$ cat config.mk
export PLATFORM = sky130hd
export DESIGN_NAME = axi_mem_arbiter_flat
export DESIGN_NICKNAME = d
export VERILOG_FILES = /design/src/rtl/axi_mem_arbiter_if.sv /design/src/rtl/axi_mem_arbiter.sv /design/src/flat_wrapper.sv
export SDC_FILE = /design/constraint.sdc
export NUM_CORES = 1
export LEC_CHECK = 0
export CAP_MARGIN = 0
export CELL_PAD_IN_SITES_DETAIL_PLACEMENT = 0
export CELL_PAD_IN_SITES_GLOBAL_PLACEMENT = 1
export CORE_AREA = 2 2 304 306
export CTS_CLUSTER_SIZE = 25
export DETAILED_ROUTE_END_ITERATION = 7
export DIE_AREA = 0 0 306 308
export GPL_ROUTABILITY_DRIVEN = 0
export PLACE_DENSITY_LB_ADDON = 0.1
export SLEW_MARGIN = 40
export SYNTH_ARGS = -nofsm -noshare
export SYNTH_HDL_FRONTEND = slang
export SYNTH_SLANG_ARGS = --single-unit
export TNS_END_PERCENT = 30
$ cat constraint.sdc
create_clock -name clk -period 1.8 [get_ports clk]
set_input_delay 0.36 -clock clk [delete_from_list [all_inputs] [get_ports clk]]
set_output_delay 0.36 -clock clk [all_outputs]
set_load 0.05 [all_outputs]
$ cat src/rtl/axi_mem_arbiter_if.sv
// AXI4 bundle shared by the two master ports and the slave port of axi_mem_arbiter.
// "master" is the view from the side that issues requests; "slave" is the view from the side that answers them.
interface axi_mem_arbiter_if #(
  parameter int ID_WIDTH   = 4,
  parameter int ADDR_WIDTH = 32,
  parameter int DATA_WIDTH = 64
) ();
  logic [ID_WIDTH-1:0]     awid;
  logic [ADDR_WIDTH-1:0]   awaddr;
  logic [7:0]              awlen;
  logic [2:0]              awsize;
  logic [1:0]              awburst;
  logic                    awvalid;
  logic                    awready;

  logic [DATA_WIDTH-1:0]   wdata;
  logic [DATA_WIDTH/8-1:0] wstrb;
  logic                    wlast;
  logic                    wvalid;
  logic                    wready;

  logic [ID_WIDTH-1:0]     bid;
  logic [1:0]              bresp;
  logic                    bvalid;
  logic                    bready;

  logic [ID_WIDTH-1:0]     arid;
  logic [ADDR_WIDTH-1:0]   araddr;
  logic [7:0]              arlen;
  logic [2:0]              arsize;
  logic [1:0]              arburst;
  logic                    arvalid;
  logic                    arready;

  logic [ID_WIDTH-1:0]     rid;
  logic [DATA_WIDTH-1:0]   rdata;
  logic [1:0]              rresp;
  logic                    rlast;
  logic                    rvalid;
  logic                    rready;

  modport master (
    output awid, awaddr, awlen, awsize, awburst, awvalid, input awready,
    output wdata, wstrb, wlast, wvalid, input wready,
    input bid, bresp, bvalid, output bready,
    output arid, araddr, arlen, arsize, arburst, arvalid, input arready,
    input rid, rdata, rresp, rlast, rvalid, output rready
  );

  modport slave (
    input awid, awaddr, awlen, awsize, awburst, awvalid, output awready,
    input wdata, wstrb, wlast, wvalid, output wready,
    output bid, bresp, bvalid, input bready,
    input arid, araddr, arlen, arsize, arburst, arvalid, output arready,
    output rid, rdata, rresp, rlast, rvalid, input rready
  );
endinterface

$ cat src/rtl/axi_mem_arbiter.sv
// Two-master to one-slave AXI4 arbiter with independent round-robin read and write paths,
// one outstanding transaction per direction; the slave ID MSB tags the owning master.
module axi_mem_arbiter #(
  parameter int ID_WIDTH   = 4,
  parameter int ADDR_WIDTH = 32,
  parameter int DATA_WIDTH = 64
) (
  input logic               clk,
  input logic               rst,
  axi_mem_arbiter_if.slave  m0,
  axi_mem_arbiter_if.slave  m1,
  axi_mem_arbiter_if.master s
);
  typedef enum logic [1:0] {WIDLE, WADDR, WDATA, WRESP} wstate_t;
  typedef enum logic [1:0] {RIDLE, RADDR, RDATA} rstate_t;

  wstate_t wstate, wnext;
  rstate_t rstate, rnext;
  logic    wgnt, wgnt_next, wlast_gnt, wlast_next;
  logic    rgnt, rgnt_next, rlast_gnt, rlast_next;

  logic                    aw_valid_sel, w_valid_sel, w_last_sel, b_ready_sel, btag;
  logic                    ar_valid_sel, r_ready_sel, rtag;
  logic [ADDR_WIDTH-1:0]   awaddr_sel, araddr_sel;
  logic [DATA_WIDTH-1:0]   wdata_sel;
  logic [DATA_WIDTH/8-1:0] wstrb_sel;

  // last_gnt resets to 1 so that M0 wins the first contention
  always_ff @(posedge clk or posedge rst) begin
    if (rst) begin
      wstate    <= WIDLE;
      wgnt      <= 1'b0;
      wlast_gnt <= 1'b1;
    end else begin
      wstate    <= wnext;
      wgnt      <= wgnt_next;
      wlast_gnt <= wlast_next;
    end
  end

  always_comb begin
    wnext        = wstate;
    wgnt_next    = wgnt;
    wlast_next   = wlast_gnt;
    aw_valid_sel = wgnt ? m1.awvalid : m0.awvalid;
    awaddr_sel   = wgnt ? m1.awaddr  : m0.awaddr;
    w_valid_sel  = wgnt ? m1.wvalid  : m0.wvalid;
    w_last_sel   = wgnt ? m1.wlast   : m0.wlast;
    wdata_sel    = wgnt ? m1.wdata   : m0.wdata;
    wstrb_sel    = wgnt ? m1.wstrb   : m0.wstrb;
    btag         = s.bid[ID_WIDTH];
    b_ready_sel  = btag ? m1.bready : m0.bready;

    s.awid    = '0;
    s.awaddr  = '0;
    s.awlen   = '0;
    s.awsize  = '0;
    s.awburst = '0;
    s.awvalid = 1'b0;
    s.wdata   = '0;
    s.wstrb   = '0;
    s.wlast   = 1'b0;
    s.wvalid  = 1'b0;
    s.bready  = 1'b0;
    m0.awready = 1'b0;
    m1.awready = 1'b0;
    m0.wready  = 1'b0;
    m1.wready  = 1'b0;
    m0.bvalid  = 1'b0;
    m1.bvalid  = 1'b0;
    m0.bid     = s.bid[ID_WIDTH-1:0];
    m1.bid     = s.bid[ID_WIDTH-1:0];
    m0.bresp   = s.bresp;
    m1.bresp   = s.bresp;

    unique case (wstate)
      WIDLE: begin
        if (m0.awvalid || m1.awvalid) begin
          wgnt_next = (m0.awvalid && m1.awvalid) ? ~wlast_gnt : m1.awvalid;
          wnext     = WADDR;
        end
      end
      WADDR: begin
        s.awid     = {wgnt, wgnt ? m1.awid : m0.awid};
        s.awaddr   = awaddr_sel;
        s.awlen    = wgnt ? m1.awlen   : m0.awlen;
        s.awsize   = wgnt ? m1.awsize  : m0.awsize;
        s.awburst  = wgnt ? m1.awburst : m0.awburst;
        s.awvalid  = aw_valid_sel;
        m0.awready = ~wgnt & s.awready;
        m1.awready = wgnt & s.awready;
        if (aw_valid_sel && s.awready) wnext = WDATA;
      end
      WDATA: begin
        s.wdata   = wdata_sel;
        s.wstrb   = wstrb_sel;
        s.wlast   = w_last_sel;
        s.wvalid  = w_valid_sel;
        m0.wready = ~wgnt & s.wready;
        m1.wready = wgnt & s.wready;
        if (w_valid_sel && s.wready && w_last_sel) wnext = WRESP;
      end
      WRESP: begin
        s.bready  = b_ready_sel;
        m0.bvalid = s.bvalid & ~btag;
        m1.bvalid = s.bvalid & btag;
        if (s.bvalid && b_ready_sel) begin
          wlast_next = wgnt;
          wnext      = WIDLE;
        end
      end
    endcase
  end

  always_ff @(posedge clk or posedge rst) begin
    if (rst) begin
      rstate    <= RIDLE;
      rgnt      <= 1'b0;
      rlast_gnt <= 1'b1;
    end else begin
      rstate    <= rnext;
      rgnt      <= rgnt_next;
      rlast_gnt <= rlast_next;
    end
  end

  always_comb begin
    rnext        = rstate;
    rgnt_next    = rgnt;
    rlast_next   = rlast_gnt;
    ar_valid_sel = rgnt ? m1.arvalid : m0.arvalid;
    araddr_sel   = rgnt ? m1.araddr  : m0.araddr;
    rtag         = s.rid[ID_WIDTH];
    r_ready_sel  = rtag ? m1.rready : m0.rready;

    s.arid    = '0;
    s.araddr  = '0;
    s.arlen   = '0;
    s.arsize  = '0;
    s.arburst = '0;
    s.arvalid = 1'b0;
    s.rready  = 1'b0;
    m0.arready = 1'b0;
    m1.arready = 1'b0;
    m0.rvalid  = 1'b0;
    m1.rvalid  = 1'b0;
    m0.rid     = s.rid[ID_WIDTH-1:0];
    m1.rid     = s.rid[ID_WIDTH-1:0];
    m0.rdata   = s.rdata;
    m1.rdata   = s.rdata;
    m0.rresp   = s.rresp;
    m1.rresp   = s.rresp;
    m0.rlast   = s.rlast;
    m1.rlast   = s.rlast;

    unique case (rstate)
      RIDLE: begin
        if (m0.arvalid || m1.arvalid) begin
          rgnt_next = (m0.arvalid && m1.arvalid) ? ~rlast_gnt : m1.arvalid;
          rnext     = RADDR;
        end
      end
      RADDR: begin
        s.arid     = {rgnt, rgnt ? m1.arid : m0.arid};
        s.araddr   = araddr_sel;
        s.arlen    = rgnt ? m1.arlen   : m0.arlen;
        s.arsize   = rgnt ? m1.arsize  : m0.arsize;
        s.arburst  = rgnt ? m1.arburst : m0.arburst;
        s.arvalid  = ar_valid_sel;
        m0.arready = ~rgnt & s.arready;
        m1.arready = rgnt & s.arready;
        if (ar_valid_sel && s.arready) rnext = RDATA;
      end
      RDATA: begin
        s.rready  = r_ready_sel;
        m0.rvalid = s.rvalid & ~rtag;
        m1.rvalid = s.rvalid & rtag;
        if (s.rvalid && r_ready_sel && s.rlast) begin
          rlast_next = rgnt;
          rnext      = RIDLE;
        end
      end
      default: rnext = RIDLE;
    endcase
  end
endmodule

$ cat src/flat_wrapper.sv
// flat-port wrapper written by rule: the top's interface ports become plain ports
module axi_mem_arbiter_flat 
#(
  parameter int ID_WIDTH   = 4,
  parameter int ADDR_WIDTH = 32,
  parameter int DATA_WIDTH = 64
)
  (clk, rst, m0_awid, m0_awaddr, m0_awlen, m0_awsize, m0_awburst, m0_awvalid, m0_awready, m0_wdata, m0_wstrb, m0_wlast, m0_wvalid, m0_wready, m0_bid, m0_bresp, m0_bvalid, m0_bready, m0_arid, m0_araddr, m0_arlen, m0_arsize, m0_arburst, m0_arvalid, m0_arready, m0_rid, m0_rdata, m0_rresp, m0_rlast, m0_rvalid, m0_rready, m1_awid, m1_awaddr, m1_awlen, m1_awsize, m1_awburst, m1_awvalid, m1_awready, m1_wdata, m1_wstrb, m1_wlast, m1_wvalid, m1_wready, m1_bid, m1_bresp, m1_bvalid, m1_bready, m1_arid, m1_araddr, m1_arlen, m1_arsize, m1_arburst, m1_arvalid, m1_arready, m1_rid, m1_rdata, m1_rresp, m1_rlast, m1_rvalid, m1_rready, s_awid, s_awaddr, s_awlen, s_awsize, s_awburst, s_awvalid, s_awready, s_wdata, s_wstrb, s_wlast, s_wvalid, s_wready, s_bid, s_bresp, s_bvalid, s_bready, s_arid, s_araddr, s_arlen, s_arsize, s_arburst, s_arvalid, s_arready, s_rid, s_rdata, s_rresp, s_rlast, s_rvalid, s_rready);
  axi_mem_arbiter_if #(.ID_WIDTH(ID_WIDTH), .ADDR_WIDTH(ADDR_WIDTH), .DATA_WIDTH(DATA_WIDTH)) m0_i ();
  axi_mem_arbiter_if #(.ID_WIDTH(ID_WIDTH), .ADDR_WIDTH(ADDR_WIDTH), .DATA_WIDTH(DATA_WIDTH)) m1_i ();
  axi_mem_arbiter_if #(.ID_WIDTH(ID_WIDTH), .ADDR_WIDTH(ADDR_WIDTH), .DATA_WIDTH(DATA_WIDTH)) s_i ();
  input logic clk;
  input logic rst;
  input wire logic [$bits(m0_i.awid)-1:0] m0_awid;
  input wire logic [$bits(m0_i.awaddr)-1:0] m0_awaddr;
  input wire logic [$bits(m0_i.awlen)-1:0] m0_awlen;
  input wire logic [$bits(m0_i.awsize)-1:0] m0_awsize;
  input wire logic [$bits(m0_i.awburst)-1:0] m0_awburst;
  input wire logic [$bits(m0_i.awvalid)-1:0] m0_awvalid;
  output wire logic [$bits(m0_i.awready)-1:0] m0_awready;
  input wire logic [$bits(m0_i.wdata)-1:0] m0_wdata;
  input wire logic [$bits(m0_i.wstrb)-1:0] m0_wstrb;
  input wire logic [$bits(m0_i.wlast)-1:0] m0_wlast;
  input wire logic [$bits(m0_i.wvalid)-1:0] m0_wvalid;
  output wire logic [$bits(m0_i.wready)-1:0] m0_wready;
  output wire logic [$bits(m0_i.bid)-1:0] m0_bid;
  output wire logic [$bits(m0_i.bresp)-1:0] m0_bresp;
  output wire logic [$bits(m0_i.bvalid)-1:0] m0_bvalid;
  input wire logic [$bits(m0_i.bready)-1:0] m0_bready;
  input wire logic [$bits(m0_i.arid)-1:0] m0_arid;
  input wire logic [$bits(m0_i.araddr)-1:0] m0_araddr;
  input wire logic [$bits(m0_i.arlen)-1:0] m0_arlen;
  input wire logic [$bits(m0_i.arsize)-1:0] m0_arsize;
  input wire logic [$bits(m0_i.arburst)-1:0] m0_arburst;
  input wire logic [$bits(m0_i.arvalid)-1:0] m0_arvalid;
  output wire logic [$bits(m0_i.arready)-1:0] m0_arready;
  output wire logic [$bits(m0_i.rid)-1:0] m0_rid;
  output wire logic [$bits(m0_i.rdata)-1:0] m0_rdata;
  output wire logic [$bits(m0_i.rresp)-1:0] m0_rresp;
  output wire logic [$bits(m0_i.rlast)-1:0] m0_rlast;
  output wire logic [$bits(m0_i.rvalid)-1:0] m0_rvalid;
  input wire logic [$bits(m0_i.rready)-1:0] m0_rready;
  input wire logic [$bits(m1_i.awid)-1:0] m1_awid;
  input wire logic [$bits(m1_i.awaddr)-1:0] m1_awaddr;
  input wire logic [$bits(m1_i.awlen)-1:0] m1_awlen;
  input wire logic [$bits(m1_i.awsize)-1:0] m1_awsize;
  input wire logic [$bits(m1_i.awburst)-1:0] m1_awburst;
  input wire logic [$bits(m1_i.awvalid)-1:0] m1_awvalid;
  output wire logic [$bits(m1_i.awready)-1:0] m1_awready;
  input wire logic [$bits(m1_i.wdata)-1:0] m1_wdata;
  input wire logic [$bits(m1_i.wstrb)-1:0] m1_wstrb;
  input wire logic [$bits(m1_i.wlast)-1:0] m1_wlast;
  input wire logic [$bits(m1_i.wvalid)-1:0] m1_wvalid;
  output wire logic [$bits(m1_i.wready)-1:0] m1_wready;
  output wire logic [$bits(m1_i.bid)-1:0] m1_bid;
  output wire logic [$bits(m1_i.bresp)-1:0] m1_bresp;
  output wire logic [$bits(m1_i.bvalid)-1:0] m1_bvalid;
  input wire logic [$bits(m1_i.bready)-1:0] m1_bready;
  input wire logic [$bits(m1_i.arid)-1:0] m1_arid;
  input wire logic [$bits(m1_i.araddr)-1:0] m1_araddr;
  input wire logic [$bits(m1_i.arlen)-1:0] m1_arlen;
  input wire logic [$bits(m1_i.arsize)-1:0] m1_arsize;
  input wire logic [$bits(m1_i.arburst)-1:0] m1_arburst;
  input wire logic [$bits(m1_i.arvalid)-1:0] m1_arvalid;
  output wire logic [$bits(m1_i.arready)-1:0] m1_arready;
  output wire logic [$bits(m1_i.rid)-1:0] m1_rid;
  output wire logic [$bits(m1_i.rdata)-1:0] m1_rdata;
  output wire logic [$bits(m1_i.rresp)-1:0] m1_rresp;
  output wire logic [$bits(m1_i.rlast)-1:0] m1_rlast;
  output wire logic [$bits(m1_i.rvalid)-1:0] m1_rvalid;
  input wire logic [$bits(m1_i.rready)-1:0] m1_rready;
  output wire logic [$bits(s_i.awid)-1:0] s_awid;
  output wire logic [$bits(s_i.awaddr)-1:0] s_awaddr;
  output wire logic [$bits(s_i.awlen)-1:0] s_awlen;
  output wire logic [$bits(s_i.awsize)-1:0] s_awsize;
  output wire logic [$bits(s_i.awburst)-1:0] s_awburst;
  output wire logic [$bits(s_i.awvalid)-1:0] s_awvalid;
  input wire logic [$bits(s_i.awready)-1:0] s_awready;
  output wire logic [$bits(s_i.wdata)-1:0] s_wdata;
  output wire logic [$bits(s_i.wstrb)-1:0] s_wstrb;
  output wire logic [$bits(s_i.wlast)-1:0] s_wlast;
  output wire logic [$bits(s_i.wvalid)-1:0] s_wvalid;
  input wire logic [$bits(s_i.wready)-1:0] s_wready;
  input wire logic [$bits(s_i.bid)-1:0] s_bid;
  input wire logic [$bits(s_i.bresp)-1:0] s_bresp;
  input wire logic [$bits(s_i.bvalid)-1:0] s_bvalid;
  output wire logic [$bits(s_i.bready)-1:0] s_bready;
  output wire logic [$bits(s_i.arid)-1:0] s_arid;
  output wire logic [$bits(s_i.araddr)-1:0] s_araddr;
  output wire logic [$bits(s_i.arlen)-1:0] s_arlen;
  output wire logic [$bits(s_i.arsize)-1:0] s_arsize;
  output wire logic [$bits(s_i.arburst)-1:0] s_arburst;
  output wire logic [$bits(s_i.arvalid)-1:0] s_arvalid;
  input wire logic [$bits(s_i.arready)-1:0] s_arready;
  input wire logic [$bits(s_i.rid)-1:0] s_rid;
  input wire logic [$bits(s_i.rdata)-1:0] s_rdata;
  input wire logic [$bits(s_i.rresp)-1:0] s_rresp;
  input wire logic [$bits(s_i.rlast)-1:0] s_rlast;
  input wire logic [$bits(s_i.rvalid)-1:0] s_rvalid;
  output wire logic [$bits(s_i.rready)-1:0] s_rready;
  assign m0_i.awid = m0_awid;
  assign m0_i.awaddr = m0_awaddr;
  assign m0_i.awlen = m0_awlen;
  assign m0_i.awsize = m0_awsize;
  assign m0_i.awburst = m0_awburst;
  assign m0_i.awvalid = m0_awvalid;
  assign m0_awready = m0_i.awready;
  assign m0_i.wdata = m0_wdata;
  assign m0_i.wstrb = m0_wstrb;
  assign m0_i.wlast = m0_wlast;
  assign m0_i.wvalid = m0_wvalid;
  assign m0_wready = m0_i.wready;
  assign m0_bid = m0_i.bid;
  assign m0_bresp = m0_i.bresp;
  assign m0_bvalid = m0_i.bvalid;
  assign m0_i.bready = m0_bready;
  assign m0_i.arid = m0_arid;
  assign m0_i.araddr = m0_araddr;
  assign m0_i.arlen = m0_arlen;
  assign m0_i.arsize = m0_arsize;
  assign m0_i.arburst = m0_arburst;
  assign m0_i.arvalid = m0_arvalid;
  assign m0_arready = m0_i.arready;
  assign m0_rid = m0_i.rid;
  assign m0_rdata = m0_i.rdata;
  assign m0_rresp = m0_i.rresp;
  assign m0_rlast = m0_i.rlast;
  assign m0_rvalid = m0_i.rvalid;
  assign m0_i.rready = m0_rready;
  assign m1_i.awid = m1_awid;
  assign m1_i.awaddr = m1_awaddr;
  assign m1_i.awlen = m1_awlen;
  assign m1_i.awsize = m1_awsize;
  assign m1_i.awburst = m1_awburst;
  assign m1_i.awvalid = m1_awvalid;
  assign m1_awready = m1_i.awready;
  assign m1_i.wdata = m1_wdata;
  assign m1_i.wstrb = m1_wstrb;
  assign m1_i.wlast = m1_wlast;
  assign m1_i.wvalid = m1_wvalid;
  assign m1_wready = m1_i.wready;
  assign m1_bid = m1_i.bid;
  assign m1_bresp = m1_i.bresp;
  assign m1_bvalid = m1_i.bvalid;
  assign m1_i.bready = m1_bready;
  assign m1_i.arid = m1_arid;
  assign m1_i.araddr = m1_araddr;
  assign m1_i.arlen = m1_arlen;
  assign m1_i.arsize = m1_arsize;
  assign m1_i.arburst = m1_arburst;
  assign m1_i.arvalid = m1_arvalid;
  assign m1_arready = m1_i.arready;
  assign m1_rid = m1_i.rid;
  assign m1_rdata = m1_i.rdata;
  assign m1_rresp = m1_i.rresp;
  assign m1_rlast = m1_i.rlast;
  assign m1_rvalid = m1_i.rvalid;
  assign m1_i.rready = m1_rready;
  assign s_awid = s_i.awid;
  assign s_awaddr = s_i.awaddr;
  assign s_awlen = s_i.awlen;
  assign s_awsize = s_i.awsize;
  assign s_awburst = s_i.awburst;
  assign s_awvalid = s_i.awvalid;
  assign s_i.awready = s_awready;
  assign s_wdata = s_i.wdata;
  assign s_wstrb = s_i.wstrb;
  assign s_wlast = s_i.wlast;
  assign s_wvalid = s_i.wvalid;
  assign s_i.wready = s_wready;
  assign s_i.bid = s_bid;
  assign s_i.bresp = s_bresp;
  assign s_i.bvalid = s_bvalid;
  assign s_bready = s_i.bready;
  assign s_arid = s_i.arid;
  assign s_araddr = s_i.araddr;
  assign s_arlen = s_i.arlen;
  assign s_arsize = s_i.arsize;
  assign s_arburst = s_i.arburst;
  assign s_arvalid = s_i.arvalid;
  assign s_i.arready = s_arready;
  assign s_i.rid = s_rid;
  assign s_i.rdata = s_rdata;
  assign s_i.rresp = s_rresp;
  assign s_i.rlast = s_rlast;
  assign s_i.rvalid = s_rvalid;
  assign s_rready = s_i.rready;
  axi_mem_arbiter #(.ID_WIDTH(ID_WIDTH), .ADDR_WIDTH(ADDR_WIDTH), .DATA_WIDTH(DATA_WIDTH)) u_core (.clk(clk), .rst(rst), .m0(m0_i), .m1(m1_i), .s(s_i));
endmodule
==> flow_summary_export.csv <==
group,metric,value,unit
outcome,outcome,"complete, but fails checks",
outcome,failed_checks,"setup timing",
cts,clock_latency,250,ps
timing,hold_viol,0,
layout,fin_nets,1451,
worst_setup_path,crit_family,"flip-flops",
synth,synth_cell_types,30,
layout,stdcell_count,2196,
drt,wl_met3,3881,um
die,die_height,308,um
layout,utilization,15.03,%
layout,nFillCells,10120,
worst_setup_path,crit_chain,"buf_16, buf_16, mux2i_1, nor2b_2, buf_12",
pwr,power.leakage,5.211,nW
timing,clock.fmax,483.3,MHz
die,fp-row-count,111,
synth,synth-seq-area-share,4.406,%
global_route,antenna_found_initial,6,
synth,synth-seq-cells,8,
cts,h-tree-depth,1,
hold_path,worst_hold_path_type,"in2async",
timing,setup_viol,150,
die,design.core.area,90970,sq um
cts,clockBufferDepth,2,
worst_setup_path,startpoint,"u_core.wgnt",
drt,antenna_left,0,
drt,wl_met1,12420,um
timing,setup_ws,-268.9,ps
global_route,grt_pass1_wl,46370,um
die,initial_core_util,5.057,%
cts,cts_hold_buf,0,
pwr,p_per_area,1676,nW/um^2
synth,synth_area,4601,sq um
cts,cts_tree,"done",
pwr,p_total,22.91,mW
worst_setup_path,worstSetupPathType,"reg2out",
global_route,grt_overflow,0,
drt,routed.top_layer,"met5",
layout,layout-drive-gt1-share,43.21,%
synth,synth_edf_count,0,
drt,wl_met2,18270,um
worst_setup_path,critical_path.slowest_cell,"dfrtp_4",
drt,drc,0,
synth,yosys_warnings,0,
run,maxCapViolations,0,
global_route,grt_pass1_vias,5929,
place,io_buffers,541,
worst_setup_path,critical_path.most_common_cell,"buf_16",
global_route,grt_start_max_net_pins,40,
timing,fin_crit,2069,ps
worst_setup_path,crit_path_end,"s_wdata[0]",
worst_setup_path,end_kind,"primary output",
timing,rsz0062_at_grt,"true",
worst_setup_path,rr_worst_depth,5,
drt,drt-initial-drc-count,124,
worst_setup_path,critPathMaxStageDelay,540,ps
synth,synth_top_area_cell,"mux2i_1",
pwr,ir_drop,709.4,uV
synth,yosysTopAreaCellShare,37.64,%
worst_setup_path,cp.required,1440,ps
worst_setup_path,cp_num_buf_inv,3,
worst_setup_path,worst_r2r_endpoint,"u_core.wstate[1]",
die,die_area,94250,sq um
synth,syn_inst,601,
worst_setup_path,regToRegSetupSlack,-150,ps
synth,synthFlopType,"dfrtp_1",
timing,skew,0.7244,ps
place,place_inst,2176,
worst_setup_path,crit_arrival,1710,ps
synth,async_flop_share,100.0,%
drt,via_per_inst,2.504,
layout,area_delta_synth_final,197.2,%
cts,clkTransAtPathRegs,50,ps
timing,drv_slew,0,
die,die-width,306,um
cts,numCtsBuffers,3,
worst_setup_path,timing.rr.start,"u_core.wgnt",
synth,synthTopCellsByArea,"mux2i_1, buf_4, nor2b_1",
drt,wl_per_cell,15.94,um
place,dpl.hpwl,29730,um
cts,clock_sinks,8,
timing,tns,-24360,ps
die,top_level_ports,776,
worst_setup_path,cp-start-kind,"register",
timing,finalCritPeriodShare,114.9,%
global_route,gr-usage-all-layers,6.877,%
synth,synthTopCellsByCount,"mux2i_1, buf_4, nor2b_1",
worst_setup_path,cp_num_cells,5,
drt,vias,5499,
cts,root_buffer,"clkbuf_16",
drt,wl,35000,um
worst_setup_path,path_max_fanout,8,
synth,synth_most_common_cell,"mux2i_1",
drt,dr.pass1.iters,4,
synth,syn_area_per_cell,7.655,sq um
-- worst register-to-register path, stage by stage (launching register included) --
cell and delay (ps):
dfrtp_4 540, buf_4 170, mux2i_4 220, a221o_1 380, a211oi_2 200, mux2_1 340
-- cell usage in the layout (no fill, tap or decap), types with 3 or more instances in the layout --
cell type	instances
nor2b_4	24
conb_1	4
buf_16	7
mux2_2	3
nand2_1	8
dfrtp_1	3
nor2_1	34
buf_4	29
buf_8	7
nor2_2	18
clkbuf_16	7
mux2i_4	11
mux2i_1	144
clkdlybuf4s50_1	355
buf_12	194
mux2i_2	18
buf_6	4
nor2b_2	100
-- how the worst min path moves through the flow --
stage                             to  depth (start not counted)  slack, ps        startpoint
floorplan                u_core.rgnt                          1        170               rst
global placement    u_core.wstate[1]                          1        540  u_core.wstate[1]
detailed placement  u_core.wstate[1]                          1        540  u_core.wstate[1]
CTS                      u_core.wgnt                          3        410               rst
global route             u_core.wgnt                          3        420               rst
finish                   u_core.wgnt                          3        410               rst
-- cell type report --
class,count,area (sq um),area share (%)
Antenna cell,1,2.502,0.01830
Inverter,3,11.26,0.08235
Tap cell,1186,1484,10.85
Multi-Input combinational cell,393,3771,27.58
Timing Repair Buffer,602,8119,59.37
Clock buffer,3,75.07,0.5490
Sequential cell,8,211.5,1.546
-- routing by layer --
| metal | GRT usage (%) | vias up |
|---|---|---|
| met1 | 7.091 | 2431 |
| li1 | - | 2647 |
| met5 | 0 | - |
| met2 | 12.68 | 371 |
| met4 | 0.9050 | 10 |
| met3 | 3.470 | 40 |
-- what timing repair did --
action / 4_1_cts / 5_1_grt
pin swaps: 2 / 0
setup buffers: 3 / 7
endpoints found under the setup margin: 181 / 180
gates cloned: 4 / 3
resized for setup: 60 / 52
-- state kept, by name, indices dropped and copies added, names as in the netlist --
| name | count |
|---|---|
| u_core.rgnt | 1 |
| u_core.wgnt | 1 |
| u_core.wstate | 2 |
| u_core.wlast_gnt | 1 |
| u_core.rstate | 2 |
| u_core.rlast_gnt | 1 |
-- logic make-up after synthesis --
logic type | count (synthesis) | share of synthesized area, %
flops | 8 | 4.406
compound gates | 8 | 1.632
other cells | 1 | 0.08151
fa+ha+maj | 4 | 1.088
simple gates | 200 | 24.18
buf+inv | 203 | 30.00
mux | 177 | 38.62
-- per-stage QoR --
stage          hold slack (ps)  worst slack (ps)  area (sq um)
2_1_floorplan            174.2            -220.2          5021
3_3_place_gp             542.1            -370.6         12880
3_5_place_dp             538.7            -409.0         12880
4_1_cts                  408.4            -327.0         13350
5_1_grt                  420.1            -333.8         13670
6_report                 406.3            -268.9         13670
-- power breakdown --
group / total [mW] / internal (mW) / switching, mW
Sequential: 0.461 / 0.310 / 0.151
Combinational: 22.0 / 10.9 / 11.2
Clock: 0.418 / 0.290 / 0.128
Power figures use the tool's default switching activity.
